## src/rtl/cpu_types_pkg.sv

```systemverilog
// Shared core types: machine word, fetch FSM encoding and the IF/ID latch layout.
package cpu_types_pkg;

    typedef logic [31:0] word_t;

    localparam logic [1:0] ST_FETCH  = 2'd0;
    localparam logic [1:0] ST_HOLD   = 2'd1;
    localparam logic [1:0] ST_HALTED = 2'd2;

    typedef enum logic [1:0] {
        FETCH  = ST_FETCH,
        HOLD   = ST_HOLD,
        HALTED = ST_HALTED
    } fetch_state_t;

    typedef struct packed {
        word_t npc;
        word_t instr;
        logic  valid;
    } ifid_t;

    function automatic word_t pc_plus4(input word_t pc);
        return pc + 32'd4;
    endfunction

endpackage

```

## src/rtl/fetch_hold_buf.sv

```systemverilog
// One-entry holding slot for an instruction fetched while decode is stalled.
module fetch_hold_buf
    import cpu_types_pkg::*;
(
    input  logic  CLK,
    input  logic  RST,
    input  logic  load,
    input  logic  clear,
    input  word_t load_instr,
    input  word_t load_npc,
    output logic  valid,
    output word_t instr,
    output word_t npc
);

    always_ff @(posedge CLK or posedge RST) begin
        // NOTE: the payload is reset as well as the valid bit, so a discarded
        // slot never carries X or a stale word into IF/ID.
        if (RST) begin
            valid <= 1'b0;
            instr <= '0;
            npc   <= '0;
        end else if (clear) begin
            valid <= 1'b0;
            instr <= '0;
            npc   <= '0;
        end else if (load) begin
            valid <= 1'b1;
            instr <= load_instr;
            npc   <= load_npc;
        end
    end

endmodule

```

## src/rtl/fetch_stage.sv

```systemverilog
// Instruction fetch: owns the PC, talks to the icache and drives the IF/ID latch.
module fetch_stage
    import cpu_types_pkg::*;
#(
    parameter word_t PC_INIT = 32'h0000_0000
) (
    input  logic  CLK,
    input  logic  RST,
    input  logic  ihit,
    input  word_t imemload,
    output logic  imemREN,
    output word_t imemaddr,
    input  logic  stall_in,
    input  logic  flush_in,
    input  logic  redirect_valid,
    input  word_t redirect_pc,
    input  logic  halt_in,
    output word_t npc_out,
    output word_t imemload_out,
    output logic  valid_out
);

    fetch_state_t state_q, state_d;
    word_t        pc_q, pc_d;
    logic         pend_valid_q, pend_valid_d;
    word_t        pend_pc_q, pend_pc_d;
    ifid_t        ifid_q, ifid_d;

    logic  buf_load, buf_clear, buf_valid;
    word_t buf_instr, buf_npc;
    word_t pc_next4;

    assign pc_next4 = pc_plus4(pc_q);

    fetch_hold_buf u_hold_buf (
        .CLK        (CLK),
        .RST        (RST),
        .load       (buf_load),
        .clear      (buf_clear),
        .load_instr (imemload),
        .load_npc   (pc_next4),
        .valid      (buf_valid),
        .instr      (buf_instr),
        .npc        (buf_npc)
    );

    always_comb begin
        // NOTE: every output of this block gets a default first, so no path
        // can leave one unassigned and infer a latch.
        state_d      = state_q;
        pc_d         = pc_q;
        pend_valid_d = pend_valid_q;
        pend_pc_d    = pend_pc_q;
        buf_load     = 1'b0;
        buf_clear    = 1'b0;

        // IF/ID baseline: squash on flush, freeze on stall, otherwise a bubble.
        if (flush_in)      ifid_d = '0;
        else if (stall_in) ifid_d = ifid_q;
        else               ifid_d = '0;

        if (halt_in) begin
            state_d      = HALTED;
            ifid_d       = '0;
            buf_clear    = 1'b1;
            pend_valid_d = 1'b0;
            pend_pc_d    = '0;
        end else begin
            case (state_q)
                FETCH: begin
                    if (ihit) begin
                        if (redirect_valid) begin
                            pc_d         = redirect_pc;
                            pend_valid_d = 1'b0;
                        end else if (pend_valid_q) begin
                            pc_d         = pend_pc_q;
                            pend_valid_d = 1'b0;
                        end else if (flush_in) begin
                            // Word squashed with no new target: refetch the same PC.
                            pc_d = pc_q;
                        end else if (stall_in) begin
                            buf_load = 1'b1;
                            pc_d     = pc_next4;
                            state_d  = HOLD;
                        end else begin
                            ifid_d = '{npc: pc_next4, instr: imemload, valid: 1'b1};
                            pc_d   = pc_next4;
                        end
                    end else if (redirect_valid) begin
                        // The miss keeps its address; the target is applied on its hit.
                        pend_valid_d = 1'b1;
                        pend_pc_d    = redirect_pc;
                    end
                end
                HOLD: begin
                    if (redirect_valid || flush_in) begin
                        buf_clear    = 1'b1;
                        pend_valid_d = 1'b0;
                        if (redirect_valid) pc_d = redirect_pc;
                        state_d = FETCH;
                    end else if (!stall_in && buf_valid) begin
                        ifid_d    = '{npc: buf_npc, instr: buf_instr, valid: 1'b1};
                        buf_clear = 1'b1;
                        state_d   = FETCH;
                    end
                end
                default: begin
                    ifid_d = '0;
                end
            endcase
        end
    end

    always_ff @(posedge CLK or posedge RST) begin
        // NOTE: non-blocking assignments here, so every register samples the
        // pre-edge values computed above regardless of statement order.
        if (RST) begin
            state_q      <= FETCH;
            pc_q         <= PC_INIT;
            pend_valid_q <= 1'b0;
            pend_pc_q    <= '0;
            ifid_q       <= '0;
        end else begin
            state_q      <= state_d;
            pc_q         <= pc_d;
            pend_valid_q <= pend_valid_d;
            pend_pc_q    <= pend_pc_d;
            ifid_q       <= ifid_d;
        end
    end

    assign imemaddr     = pc_q;
    assign imemREN      = (state_q == FETCH);
    assign npc_out      = ifid_q.npc;
    assign imemload_out = ifid_q.instr;
    assign valid_out    = ifid_q.valid;

endmodule
```

## config.mk

```make
export PLATFORM = sky130hd
export DESIGN_NAME = fetch_stage
export DESIGN_NICKNAME = d
export VERILOG_FILES = /design/src/rtl/cpu_types_pkg.sv /design/src/rtl/fetch_hold_buf.sv /design/src/rtl/fetch_stage.sv
export SDC_FILE = /design/constraint.sdc
export NUM_CORES = 1
export LEC_CHECK = 0
export CORE_MARGIN = 5
export CORE_UTILIZATION = 49
export CTS_BUF_LIST = sky130_fd_sc_hd__clkbuf_4
export CTS_CLUSTER_SIZE = 14
export DETAILED_ROUTE_END_ITERATION = 6
export PLACE_DENSITY = 0.85
export SLEW_MARGIN = 20
export SYNTH_ARGS = -nofsm -noshare
export SYNTH_HDL_FRONTEND = slang
export SYNTH_SLANG_ARGS = --single-unit
```

## constraint.sdc

```tcl
create_clock -name CLK -period 5.8 [get_ports CLK]
set_input_delay 0.87 -clock CLK [delete_from_list [all_inputs] [get_ports CLK]]
set_output_delay 0.87 -clock CLK [all_outputs]
set_load 0.02 [all_outputs]
```

; ---- Word-level counts from Yosys, hierarchy flattened
; Index checks and enable logic that the tools add are counted.
[totals]
ff_bits = 197
out_inout_bits = 98
[classes]
addsub = 1
n_eq_ne = 14
mux = 52
bitwise = 1
n_reduce_logical = 13
[ops]
columns = cell, count
row1 = two-way mux 65 bit, 10
row2 = two-way mux 32 bit, 13
row3 = case mux 65 bit (2 select lines), 1
row4 = case mux 32 bit (2 select lines), 1
row5 = "adder 32 x 3 -> 32 bit, second input constant", 1
row6 = two-way mux 1 bit, 17
row7 = two-way mux 2 bit, 8
row8 = "inequality test 3 x 2 -> 1 bit, second input constant", 3
row9 = "inequality test 4 x 2 -> 1 bit, second input constant", 2
row10 = nonzero test 2 bit, 4
row11 = AND reduction 7 bit, 1
row12 = "inequality test 2 bit, second input constant", 3
row13 = "inequality test 3 bit, second input constant", 2
row14 = AND reduction 3 bit, 2
row15 = AND reduction 6 bit, 1
row16 = "inequality test 4 bit, second input constant", 1
row17 = case mux 2 bit (2 select lines), 1
row18 = "inequality test 3 x 1 -> 1 bit, second input constant", 1
row19 = nonzero test 3 bit, 1
row20 = "equality test 2 x 1 -> 1 bit, second input constant", 1
row21 = logical NOT 2 bit, 1
row22 = "inequality test 2 x 1 -> 1 bit, second input constant", 1
row23 = case mux 1 bit (2 select lines), 1
row24 = logical AND 1 bit, 1
row25 = 3 further kinds, 3

; ---- Depth between registers and ports, before layout
[logic_depth]
depth_word = 9
mapped_depth = 10
mapped_depth_nobuf = 6

; ---- Modules after synthesis
; A second synthesis with hierarchy kept.
[unflattened]
hier_cells = 990
area_unflattened_um2 = 9619.2
[modules_own_cells]
columns = module, instances, cells_per_inst, area_per_inst_um2, seq_area_each_um2
row1 = fetch_stage, 1, 780, 6979.2, 3303.2
row2 = fetch_hold_buf, 1, 210, 2640.0, 1626.6

; ---- Worst setup path before layout
; OpenSTA, ideal clock, no wires.
[synth_timing]
kind = input to register
start = in halt_in
end = reg pc_q[7], in the netlist imemaddr[7]
setup_time_ns = 0.087
t_arrival_ns = 2.438
required_time_ns = 5.713
slack_ns = 3.275
cell_stages = 8
path_buffers = 4
path_cell_list = clkbuf_1 or2_0 clkbuf_1 a311oi_1 buf_2 buf_1 nand3_1 o211ai_1
[synth_between]
elab_chain_cells = 2
[synth_lines]
columns = item, line
row1 = start: declaration, fetch_stage.sv:17  ; input logic halt_in,
row2 = inverter 1 bit (no line), -
row3 = AND reduction 6 bit (no line), -
row4 = end signal: assignment, fetch_stage.sv:125  ; pc_q <= pc_d;
row5 = end: declaration, fetch_stage.sv:24  ; word_t pc_q, pc_d;
; No other way between the ends.
; A chain may end at the register's enable or synchronous reset.

; ---- Worst setup path in the final report
[layout_timing]
start = in halt_in
end = reg pc_q[24], in the netlist imemaddr[24]
; The elaborated chain is that of the path after synthesis.

==> results_dict.tcl <==
set metrics [dict create \
    outcome "finished, violations left" \
    failed_checks "DRC" \
    antenna_found_initial 0 \
    arrival_ns 3.87 \
    clock_path_buffers 2 \
    dr_total_vias 8044 \
    grt_pass1_vias 7585 \
    ctsResizeCount 0 \
    synth.largest_area_cell "dfrtp_1" \
    h-tree-depth 4 \
    die_w_um 146 \
    overflow 0 \
    startpoint "halt_in" \
    min_path_type "reg2reg" \
    layout_min_cycle_time_ns 3.34 \
    use_met3_pct 5.14 \
    firstDrtPassIters 7 \
    tns_ns 0 \
    ys_warn_count 0 \
    rr_worst_depth 6 \
    final_common_cell "dfrtp_1" \
    leakage_nw 4.60 \
    grt_use_met1_pct 36.1 \
    fin_crit_sh_pct 57.5 \
    powerDensity_nw_per_um2 226 \
    worstReg2RegStart "pend_valid_q$_DFFE_PP0P_" \
    worstSetupEndpoint "imemaddr[24]$_DFFE_PP0P_" \
    grt_pass1_wl_um 42200 \
    r2r_end "npc_out[25]$_DFF_PP0_" \
    synthArstFlopShare_pct 100 \
    syn-num-nets 964 \
    wl_per_cell_um 20.9 \
    power_mw 2.54 \
    synth_edf_count 0 \
    synth_top_area_share_pct 54.3 \
    netlist_area_um2 9080 \
    via_per_inst 6.39 \
    crit_fanout 45 \
    io_pins 169 \
    clk_transition_reported_paths_ns 0.18 \
    final_cell_mix "197 x dfrtp_1, 168 x clkdlybuf4s50_1, 105 x nand2_1" \
    cts_hold_buf 0 \
    skew_ns 0.0207 \
    place.gp.congestion 0.862 \
    cts_tree "yes" \
    dpl.hpwl_um 17500 \
    cp-start-kind "input pin" \
    cap_viol_max_count 0 \
    final_nets 1087 \
    syn-mean-instance-area_um2 10.2 \
    root_buffer "clkbuf_4" \
    use_met2_pct 36.7 \
    wl_um 26300 \
    peakVddDrop_mv 0.202 \
    end_kind "register" \
    drv_slew 0 \
    start_util_pct 50.2 \
    reg2reg_setup_slack_ns 2.79 \
    rsz0062_at_grt "no" \
    ys_seq_elements 197 \
    drt-initial-drc-count 955 \
    core_um2 18100 \
    synth.area.top_cells "dfrtp_1 54%, a222oi_1 4.7%, a22o_1 4.5%" \
    antenna_left 0 \
    critPathKind "in2reg" \
    synth_cells 892 \
    synth-main-ff-cell "dfrtp_1" \
    die-area_um2 21400 \
    slew_headroom_pct 31.9 \
    rows 49 \
    grt_util_all_layers_pct 24.2 \
    hold_viol 0 \
    fmax_ghz 0.300 \
    worstPathRequired_ns 6.33 \
    cts_setup_buffers 0 \
    tightestPinTransition_ns 1.02 \
    drc 3 \
    cts_inserted_buffers 17 \
    clk_latency_ns 0.61 \
    top_usage_layer "met2" \
    cts_sinks 197 \
    die_h_um 146 \
    drive_gt1_share_pct 6.61 \
    ys_seq_area_share_pct 54.3 \
    portBuffers 168 \
    grt_max_degree 198 \
    syn2layout_area_growth_pct 23.8 \
    setup_violations 0 \
    synth.distinct_cells 65 \
]
-- Yosys cell counts (4+ instances only) --
library cell	instances
o221ai_1	7
a22o_1	47
a22oi_1	20
dfrtp_1	197
buf_2	6
inv_1	11
nor2b_1	6
buf_1	6
xnor2_1	12
o2bb2ai_1	14
nand2b_1	6
a31oi_1	7
a21oi_1	65
a2bb2oi_1	5
o211ai_1	6
nand4_1	9
nor4_1	4
a211oi_1	5
and4_1	4
a222oi_1	43
or3_1	4
nand3_1	25
o22ai_1	19
and3_1	11
o21ai_0	12
nand2_1	105
xor2_1	11
nor3_1	22
mux2i_1	11
nor2_1	76
o21ai_1	5
clkbuf_1	67
-- metal layers --
metal  share of wire, %  vias to the layer above
met5                  0                        -
met4                1.2                        0
met3                9.7                       34
met2                 46                      457
met1                 43                     3966
li1                   -                     3587
-- flip-flops by register name, indices dropped and copies added (netlist names) --
| name | cells |
|---|---|
| state_q | 2 |
| imemaddr | 32 |
| imemload_out | 32 |
| pend_valid_q | 1 |
| pend_pc_q | 32 |
| valid_out | 1 |
| u_hold_buf.npc | 32 |
| u_hold_buf.valid | 1 |
| npc_out | 32 |
| u_hold_buf.instr | 32 |
-- cell type report --
cell class / count / area, µm²
Clock inverter: 15 / 178
Tap cell: 229 / 287
Inverter: 11 / 45.0
Timing Repair Buffer: 184 / 1830
Fill cell: 1417 / 6840
Clock buffer: 17 / 128
Sequential cell: 197 / 4930
Multi-Input combinational cell: 604 / 3840
Antenna cell: 1 / 2.50
-- stage by stage --
stage          instance area [µm²]  hold WS [ns]  cells  setup slack [ns]  utilization [%]
6_report                     11200         0.518   1258              2.46             62.2
5_1_grt                      11200         0.540   1257              2.35             62.1
4_1_cts                      11200         0.518   1256              2.45             62.0
3_5_place_dp                 10900         0.476   1224              1.90             60.3
3_3_place_gp                 10900         0.471   1224              1.89             60.3
2_1_floorplan                 9090         0.449    892              2.38                -
-- worst min path at each step --
stage | depth (start not counted) | to | start
floorplan | 1 | u_hold_buf.npc[20]$_DFFE_PP0P_ | u_hold_buf.npc[20]$_DFFE_PP0P_
global placement | 1 | u_hold_buf.npc[2]$_DFFE_PP0P_ | u_hold_buf.npc[2]$_DFFE_PP0P_
detailed placement | 1 | u_hold_buf.npc[28]$_DFFE_PP0P_ | u_hold_buf.npc[28]$_DFFE_PP0P_
CTS | 1 | u_hold_buf.npc[16]$_DFFE_PP0P_ | u_hold_buf.npc[16]$_DFFE_PP0P_
global route | 1 | u_hold_buf.instr[20]$_DFFE_PP0P_ | u_hold_buf.instr[20]$_DFFE_PP0P_
finish | 1 | u_hold_buf.npc[28]$_DFFE_PP0P_ | u_hold_buf.npc[28]$_DFFE_PP0P_
-- where the power goes --
group	internal, mW	switching [mW]	leakage, nW
Sequential	1.40	0.0558	2.70
Combinational	0.140	0.184	1.73
Clock	0.211	0.555	0.168
-- critical path, cell delays in order --
cell	delay (ns)
clkdlybuf4s50_1	0.39
buf_4	0.26
or2_2	0.70
a311oi_4	0.59
buf_4	0.35
nand2_1	0.35
o22a_1	0.27
o21ai_1	0.06
-- cell families after synthesis --
logic type                 share of synthesized area [%]
AOI/OAI and AO/OA                                   23.1
xor gates and xnor gates                            2.22
adders and majority gates                          0.138
buffers and inverters                               3.93
DFF                                                 54.3
muxes                                               1.21
and+or+nand+nor                                     15.2
Power figures use the tool's default switching activity.
